**src/rtl/team_06_wb_gpio_bank.sv**
```systemverilog
// rtl/team_06_wb_gpio_bank.sv - Wishbone-slave GPIO register bank with optional edge interrupts
//
// Purpose: owns gpio_out/gpio_oeb for NUM_GPIO pads behind a Wishbone slave port.
//   Provides output and direction registers, set/clear aliases, synchronised
//   input readback and, when GPIO_BANK_IRQ_EN is defined, rising-edge interrupts.
//   Without GPIO_BANK_IRQ_EN the mask/status registers read 0 and irq is tied 0.
//
// Ports:
//   wb_clk_i   in   1         sole clock
//   wb_rst_i   in   1         synchronous reset, active-high
//   wbs_stb_i  in   1         strobe
//   wbs_cyc_i  in   1         cycle
//   wbs_we_i   in   1         1 = write
//   wbs_sel_i  in   4         byte lane enables
//   wbs_adr_i  in   32        byte address
//   wbs_dat_i  in   32        write data
//   wbs_ack_o  out  1         single-cycle acknowledge
//   wbs_dat_o  out  32        read data, valid with ack
//   gpio_in    in   NUM_GPIO  raw pad inputs, asynchronous
//   gpio_out   out  NUM_GPIO  pad output values
//   gpio_oeb   out  NUM_GPIO  active-low output enable
//   irq        out  1         level interrupt

module team_06_wb_gpio_bank #(
    parameter int unsigned NUM_GPIO    = 38,
    parameter logic [63:0] RSVD_MASK   = 64'h1E,
    parameter logic [31:0] BASE_ADDR   = 32'h3000_0000,
    parameter int unsigned SYNC_STAGES = 2
) (
    input  logic                wb_clk_i,
    input  logic                wb_rst_i,
    input  logic                wbs_stb_i,
    input  logic                wbs_cyc_i,
    input  logic                wbs_we_i,
    input  logic [3:0]          wbs_sel_i,
    input  logic [31:0]         wbs_adr_i,
    input  logic [31:0]         wbs_dat_i,
    output logic                wbs_ack_o,
    output logic [31:0]         wbs_dat_o,
    input  logic [NUM_GPIO-1:0] gpio_in,
    output logic [NUM_GPIO-1:0] gpio_out,
    output logic [NUM_GPIO-1:0] gpio_oeb,
    output logic                irq
);

    // Pins that exist, pins that are reserved, and pins whose state is stored.
    localparam logic [63:0] NUM_MASK = {64{1'b1}} >> (64 - NUM_GPIO);
    localparam logic [63:0] RSVD     = RSVD_MASK & NUM_MASK;
    localparam logic [63:0] WR_MASK  = NUM_MASK & ~RSVD_MASK;

    // Register select = adr[5:3]; adr[2] picks the lo/hi word.
    localparam logic [2:0] R_OUT = 3'd0;
    localparam logic [2:0] R_OEB = 3'd1;
    localparam logic [2:0] R_IN  = 3'd2;
    localparam logic [2:0] R_SET = 3'd3;
    localparam logic [2:0] R_CLR = 3'd4;
    localparam logic [2:0] R_MSK = 3'd5;
    localparam logic [2:0] R_STA = 3'd6;

    logic                ack_q;
    logic [31:0]         dat_q, dat_d;
    logic [63:0]         out_q, out_d;
    logic [63:0]         oeb_q, oeb_d;
    logic [NUM_GPIO-1:0] sync_q [SYNC_STAGES];
    logic [63:0]         in_sync;
    logic [63:0]         msk_rd, sta_rd;

    logic        req, in_win, hi, wr_en;
    logic [2:0]  rsel;
    logic [31:0] lane32;
    logic [63:0] lane_m, wbits, rd64;
    logic [1:0]  unused_adr;

    assign unused_adr = wbs_adr_i[1:0];

    // The ~ack term turns a held strobe into one request every other cycle.
    assign req    = wbs_stb_i & wbs_cyc_i & ~ack_q;
    assign in_win = (wbs_adr_i[31:6] == BASE_ADDR[31:6]);
    assign rsel   = wbs_adr_i[5:3];
    assign hi     = wbs_adr_i[2];
    assign wr_en  = req & wbs_we_i & in_win;

    assign lane32 = {{8{wbs_sel_i[3]}}, {8{wbs_sel_i[2]}},
                     {8{wbs_sel_i[1]}}, {8{wbs_sel_i[0]}}};
    assign lane_m = hi ? {lane32, 32'h0} : {32'h0, lane32};
    // Write data replicated into both halves; lane_m selects the addressed word.
    assign wbits  = {wbs_dat_i, wbs_dat_i} & lane_m;

    assign in_sync = 64'(sync_q[SYNC_STAGES-1]);

    always_comb begin
        out_d = out_q;
        oeb_d = oeb_q;
        if (wr_en) begin
            case (rsel)
                R_OUT:   out_d = (out_q & ~lane_m) | wbits;
                R_SET:   out_d = out_q | wbits;
                R_CLR:   out_d = out_q & ~wbits;
                R_OEB:   oeb_d = (oeb_q & ~lane_m) | wbits;
                default: ;
            endcase
        end
        out_d = out_d & WR_MASK;
        oeb_d = oeb_d & WR_MASK;
    end

`ifdef GPIO_BANK_IRQ_EN
    logic [63:0] msk_q, msk_d;
    logic [63:0] sta_q, sta_d;
    logic [63:0] prev_q, rise, w1c;
    logic        irq_q;

    // Edge detect on the fully synchronised value against its previous sample,
    // so no metastable stage ever feeds the status logic.
    assign rise = in_sync & ~prev_q & WR_MASK;
    assign w1c  = (wr_en && rsel == R_STA) ? wbits : 64'h0;

    always_comb begin
        msk_d = msk_q;
        if (wr_en && rsel == R_MSK) begin
            msk_d = (msk_q & ~lane_m) | wbits;
        end
        msk_d = msk_d & WR_MASK;
        // OR-ing rise after the clear makes a coincident edge win over W1C.
        sta_d = ((sta_q & ~w1c) | rise) & WR_MASK;
    end

    always_ff @(posedge wb_clk_i) begin
        if (wb_rst_i) begin
            msk_q  <= '0;
            sta_q  <= '0;
            prev_q <= '0;
            irq_q  <= 1'b0;
        end else begin
            msk_q  <= msk_d;
            sta_q  <= sta_d;
            prev_q <= in_sync;
            irq_q  <= |(sta_q & msk_q);
        end
    end

    assign msk_rd = msk_q;
    assign sta_rd = sta_q;
    assign irq    = irq_q;
`else
    assign msk_rd = 64'h0;
    assign sta_rd = 64'h0;
    assign irq    = 1'b0;
`endif

    always_comb begin
        rd64 = 64'h0;
        case (rsel)
            R_OUT:   rd64 = out_q;
            R_OEB:   rd64 = (oeb_q | RSVD) & NUM_MASK;
            R_IN:    rd64 = in_sync;
            R_MSK:   rd64 = msk_rd;
            R_STA:   rd64 = sta_rd;
            default: rd64 = 64'h0;
        endcase
        dat_d = 32'h0;
        if (req && in_win && !wbs_we_i) begin
            dat_d = hi ? rd64[63:32] : rd64[31:0];
        end
    end

    always_ff @(posedge wb_clk_i) begin
        if (wb_rst_i) begin
            ack_q <= 1'b0;
            dat_q <= 32'h0;
            out_q <= '0;
            oeb_q <= WR_MASK;
            for (int i = 0; i < SYNC_STAGES; i++) begin
                sync_q[i] <= '0;
            end
        end else begin
            ack_q <= req;
            dat_q <= dat_d;
            out_q <= out_d;
            oeb_q <= oeb_d;
            sync_q[0] <= gpio_in;
            for (int i = 1; i < SYNC_STAGES; i++) begin
                sync_q[i] <= sync_q[i-1];
            end
        end
    end

    assign wbs_ack_o = ack_q;
    assign wbs_dat_o = dat_q;
    assign gpio_out  = out_q[NUM_GPIO-1:0];
    assign gpio_oeb  = oeb_q[NUM_GPIO-1:0] | RSVD[NUM_GPIO-1:0];

endmodule

```
**config.mk**
```make
export PLATFORM = sky130hd
export DESIGN_NAME = team_06_wb_gpio_bank
export DESIGN_NICKNAME = d
export VERILOG_FILES = /design/src/rtl/team_06_wb_gpio_bank.sv
export SDC_FILE = /design/constraint.sdc
export NUM_CORES = 1
export LEC_CHECK = 0
export CAP_MARGIN = 20
export CORE_AREA = 8 8 145 147
export DETAILED_ROUTE_END_ITERATION = 7
export DIE_AREA = 0 0 153 155
export DONT_BUFFER_PORTS = 1
export PLACE_DENSITY = 0.52
export SLEW_MARGIN = 20
export SYNTH_ARGS = -nofsm -noshare
export SYNTH_HDL_FRONTEND = slang
export SYNTH_SLANG_ARGS = --single-unit
```
**constraint.sdc**
```tcl
create_clock -name wb_clk_i -period 2 [get_ports wb_clk_i]
set_input_delay 0.1 -clock wb_clk_i [delete_from_list [all_inputs] [get_ports wb_clk_i]]
set_output_delay 0.1 -clock wb_clk_i [all_outputs]
set_load 0.01 [all_outputs]
```
# Word level (Yosys, flattened, before mapping)

Memories as Yosys holds them, arrays and structs flattened.
Index checks and enable logic that the tools add are counted.

Bits in registers: 101
Latch bits: 0
RAM bits: 76
ROM bits: 0
Memories kept: 1

$add $sub $neg: 0
Multiply operators: 0
Div/mod/pow operators: 0
Order comparisons: 0
Equality and inequality tests: 5
Shift operators: 0
Mux-type cells: 9
Bitwise operators: 17
Reduce and logical (&&, ||, !) cells: 8

Memory list:

| name   | depth | bits a word | read ports | clocked after memory_dff | wr ports | line | text |
|---|---|---|---|---|---|---|---|
| sync_q | 2     | 38          | 2          | 0                        | 2        | 64   | `logic [NUM_GPIO-1:0] sync_q [SYNC_STAGES];` |

Operators by type and width:

| operator               | number |
|---|---|
| $pmux W38 S3           | 2 |
| $and A38 B38 Y38       | 4 |
| $mux W38               | 3 |
| $or A38 B38 Y38        | 3 |
| $not A38 Y38           | 2 |
| $mux W32               | 1 |
| $eq A26 B24 Y1 const B | 1 |
| $eq A3 B2 Y1 const B   | 2 |
| $and A1 B1 Y1          | 4 |
| $reduce_and A2 Y1      | 2 |
| $eq A3 B1 Y1 const B   | 1 |
| $eq A3 B3 Y1 const B   | 1 |
| $logic_not A3 Y1       | 1 |
| $mux W1                | 3 |
| $reduce_bool A3 Y1     | 1 |
| $logic_and A1 B1 Y1    | 2 |
| $not A1 Y1             | 2 |
| $or A1 B1 Y1           | 2 |
| $reduce_or A2 Y1       | 1 |
| $logic_not A1 Y1       | 1 |

# Logic depth before layout (Yosys ltp)

Depth after elaboration: 6
Depth in mapped cells: 7

# Worst setup path before layout

Ideal clock, no wire load.

Path type: input to register
From: input port wbs_adr_i[18]
To: register out_q[26]
Arrival time: 1.862 ns
Required time: 1.861 ns
Setup slack: 0.000 ns
Cell stages on the path: 7
Cells stage by stage: or4_4 > or4_1 > buf_6 > buf_6 > buf_6 > o31ai_1 > o31ai_1

Longest elaborated chain between the ends: 3

RTL lines:

| what                               | line | text |
|---|---|---|
| from (decl)                        | 36   | `input logic [31:0] wbs_adr_i,` |
| $eq A26 B24 Y1                     | 78   | `assign in_win = (wbs_adr_i[31:6] == BASE_ADDR[31:6]);` |
| $and A1 B1 Y1                      | 81   | `assign wr_en = req & wbs_we_i & in_win;` |
| $reduce_and A2 Y1 (no source line) | --   |  |
| to (signal assigned)               | 179  | `out_q <= out_d;` |
| to (decl)                          | 62   | `logic [63:0] out_q, out_d;` |

No other way between the ends.
A chain may end at the register's enable or synchronous reset.

# Final worst setup path

From: register ack_q (netlist: wbs_ack_o)
To: register out_q[37]

Longest elaborated chain between the ends: 5

RTL lines:

| what                               | line | text |
|---|---|---|
| from (decl)                        | 60   | `logic ack_q;` |
| from (signal assigned)             | 177  | `ack_q <= req;` |
| $not A1 Y1                         | 77   | `assign req = wbs_stb_i & wbs_cyc_i & ~ack_q;` |
| $and A1 B1 Y1                      | 77   |  |
| $and A1 B1 Y1 (2 in series)        | 81   |  |
| $reduce_and A2 Y1 (no source line) | --   |  |

No other way between the ends.

==> results.cfg <==
[status]
status = completed

[sta]
slew_headroom = 0.541
hold_viol = 0
rsz0062_at_grt = yes
finalSetupViolCount = 0
fin_worst_skew_ns = 0.0120
tightest_slew_ns = 0.688
max_freq_mhz = 505
post-route-min-period_ns = 1.98
min_period_over_period = 0.989
slew_violations = 0

[final_layout]
final_nets = 992
final_common_cell = dfxtp_1
finalNonFillerCells = 1131
antennaDiodeCount = 0
drive_above_1_share = 0.0974
final_cell_mix = dfxtp_1 (176), dlygate4sd3_1 (102), nor2_1 (81)
syn_to_final_growth_pct = 27.6

[placed_design]
dpl.cell_count = 994
place_congestion = 0.820
dp_hpwl_um = 17800
port_buffers = 0

[route]
drt-total-wl_um = 26600
ant_nets = 0
via_per_inst = 5.64
drt-pass1-iter-count = 5
num_vias = 6375
wl_per_cell_um = 23.5
drtIter0Drc = 448
drc = 0

[clock_tree]
cts_buffers = 17
cts_num_sinks = 177
insertion_delay_ns = 0.43
cts.path.max_buffers = 2
path_clk_slew_ns = 0.07
root_buffer = clkbuf_16
cts_tree = built
cts_max_level = 4

[logic_synthesis]
synth_top_area_share = 0.485
synthSimpleGateAreaFrac = 0.199
synth_area_per_cell_um2 = 9.21
synth_xor_area_frac = 0.0251
ys_types = 48
syn-cell-area_um2 = 7310
synth_edf_count = 0
synth_top_area_cell = dfxtp_1
synth_seq_cells = 177
async_flop_share = 0
syn_inst = 794
synth_area_leaders = dfxtp_1 (48%), nor2b_1 (6.7%), mux2i_1 (4.7%)
ys_seq_area_frac = 0.485
synthMuxAreaShare = 0.0465
synth_top_family_by_area = simple AND/OR/NAND/NOR gates
ys.warnings.count = 0
synth-adder-area-share = 0
synth-compound-area-share = 0.178
synth-main-ff-cell = dfxtp_1

[setup_path]
worstPathRequired_ns = 2.29
crit_arrival_ns = 2.27
r2r_setup_slack_ns = 0.02
critPathCaptureType = register
reg2reg_from = wbs_ack_o
crit_fanout = 7
cp-startpoint = wbs_ack_o
critPathKind = register to register
r2r_end = out_q[37]
cp-start-kind = register
worst-r2r-cell-count = 5

[grt]
antenna_found_initial = 0
grt_max_degree = 101
track_usage = 0.215
grt_pass1_vias = 6267
grt_pass1_wl_um = 39200
gr-total-overflow = 0

[min_path]
holdPathEnd = out_q[16]
hold_path.class = primary input to register
min_path_cells = 4
hold_start = wbs_dat_i[16]

[floorplan]
io_pins = 221
row_count = 51
coreArea_um2 = 19000
chipWidth_um = 153
initial_utilization = 0.386
die_h_um = 155
die-area_um2 = 23700

[power_and_ir_drop]
powerDensity_nw_per_um2 = 814
ir_drop_v = 0.000624
fin_total_pwr_w = 0.00759
p_leak_nw = 3.46

[flow_run]
cap_violations = 0
## report_power, final
| group | internal (W) | total (W) | leakage, nW | switching (W) |
|---|---|---|---|---|
| logic | 0.000316 | 0.000599 | 1.74 | 0.000282 |
| registers | 0.00360 | 0.00362 | 1.44 | 0.0000271 |
| clock network | 0.00190 | 0.00337 | 0.277 | 0.00147 |
| total | 0.00581 | 0.00759 | 3.46 | 0.00178 |
## through the flow
stage / area [um2] / worst slack [ns] / util / hold WS, ns / setup TNS (ns)
after global routing: 9330 / -0.0380 / 0.492 / 0.0408 / -0.281
final: 9330 / 0.0212 / 0.492 / 0.0402 / 0
after detailed placement: 7600 / -0.109 / 0.401 / 0.184 / -1.84
after global placement: 7600 / -0.0844 / 0.401 / 0.185 / -0.829
after CTS: 9260 / 0.0468 / 0.489 / 0.0111 / 0
after floorplan: 7340 / 0.00667 / - / 0.228 / 0
## worst max-delay path: stages, from the launching register on
cell      delay, ns
dfxtp_2        0.32
nand4b_1       0.21
or4_4          0.66
buf_12         0.18
o31ai_4        0.31
o22ai_1        0.15
## cell usage after synthesis (2+ instances only)
| cell | instances |
|---|---|
| o21ai_1 | 30 |
| nor3_2 | 2 |
| buf_4 | 9 |
| o22ai_1 | 6 |
| buf_6 | 6 |
| or4_1 | 2 |
| nor3_1 | 5 |
| nor2_1 | 81 |
| or3_1 | 2 |
| o211ai_1 | 4 |
| nand3_1 | 5 |
| mux2i_1 | 34 |
| o31ai_1 | 12 |
| buf_1 | 5 |
| inv_1 | 28 |
| nand4_1 | 6 |
| o311ai_0 | 6 |
| a31oi_1 | 37 |
| a21oi_1 | 33 |
| o41a_1 | 6 |
| clkbuf_2 | 2 |
| nand4b_1 | 3 |
| nand2b_1 | 11 |
| nor4_4 | 2 |
| and3_1 | 4 |
| a211oi_1 | 27 |
| nor2b_1 | 78 |
| a41oi_1 | 21 |
| xnor2_1 | 21 |
| nand2_1 | 20 |
| dfxtp_1 | 177 |
| conb_1 | 2 |
| nor4_1 | 30 |
| nor3b_1 | 6 |
| a221oi_1 | 4 |
| clkbuf_1 | 55 |
## cell type report
cell class	instances	area, um2
clock inverter	12	148
inverter	28	105
multi-input combinational	519	3390
timing repair buffer	138	1400
tap	238	298
clock buffer	19	443
fill	1793	9620
sequential	177	3540
## per-layer routing
layer | global-route usage | share of wire | wire, um
met5 | 0 | 0 | 0
met2 | 0.322 | 0.44 | 11700
met3 | 0.0677 | 0.10 | 2710
met1 | 0.282 | 0.43 | 11400
met4 | 0.0928 | 0.027 | 717
## cells by family (layout without fill, tap and decap cells)
kind of cell / after synthesis / after routing
AO/OA/AOI/OAI: 190 / 190
buffers and inverters: 106 / 197
AND/OR/NAND/NOR: 264 / 265
multiplexers: 34 / 34
XOR/XNOR: 21 / 21
flip-flops: 177 / 177
other: 2 / 9
## how the worst max path moves through the flow
stage | to | slack (ns) | depth (start not counted)
after floorplan | out_q[26] | 0.007 | 7
after global placement | out_q[33] | -0.08 | 5
after detailed placement | out_q[36] | -0.11 | 5
after CTS | out_q[37] | 0.05 | 5
after global routing | out_q[37] | -0.04 | 5
final | out_q[37] | 0.02 | 5
## what timing repair did
item                                    4_1_cts  5_1_grt
buffers inserted                              0        1
hold endpoints to repair                    177        0
endpoints found under the setup margin        0       15
hold buffers                                104        0
resized for setup                             0       14
(Power assumes the default switching activity.)
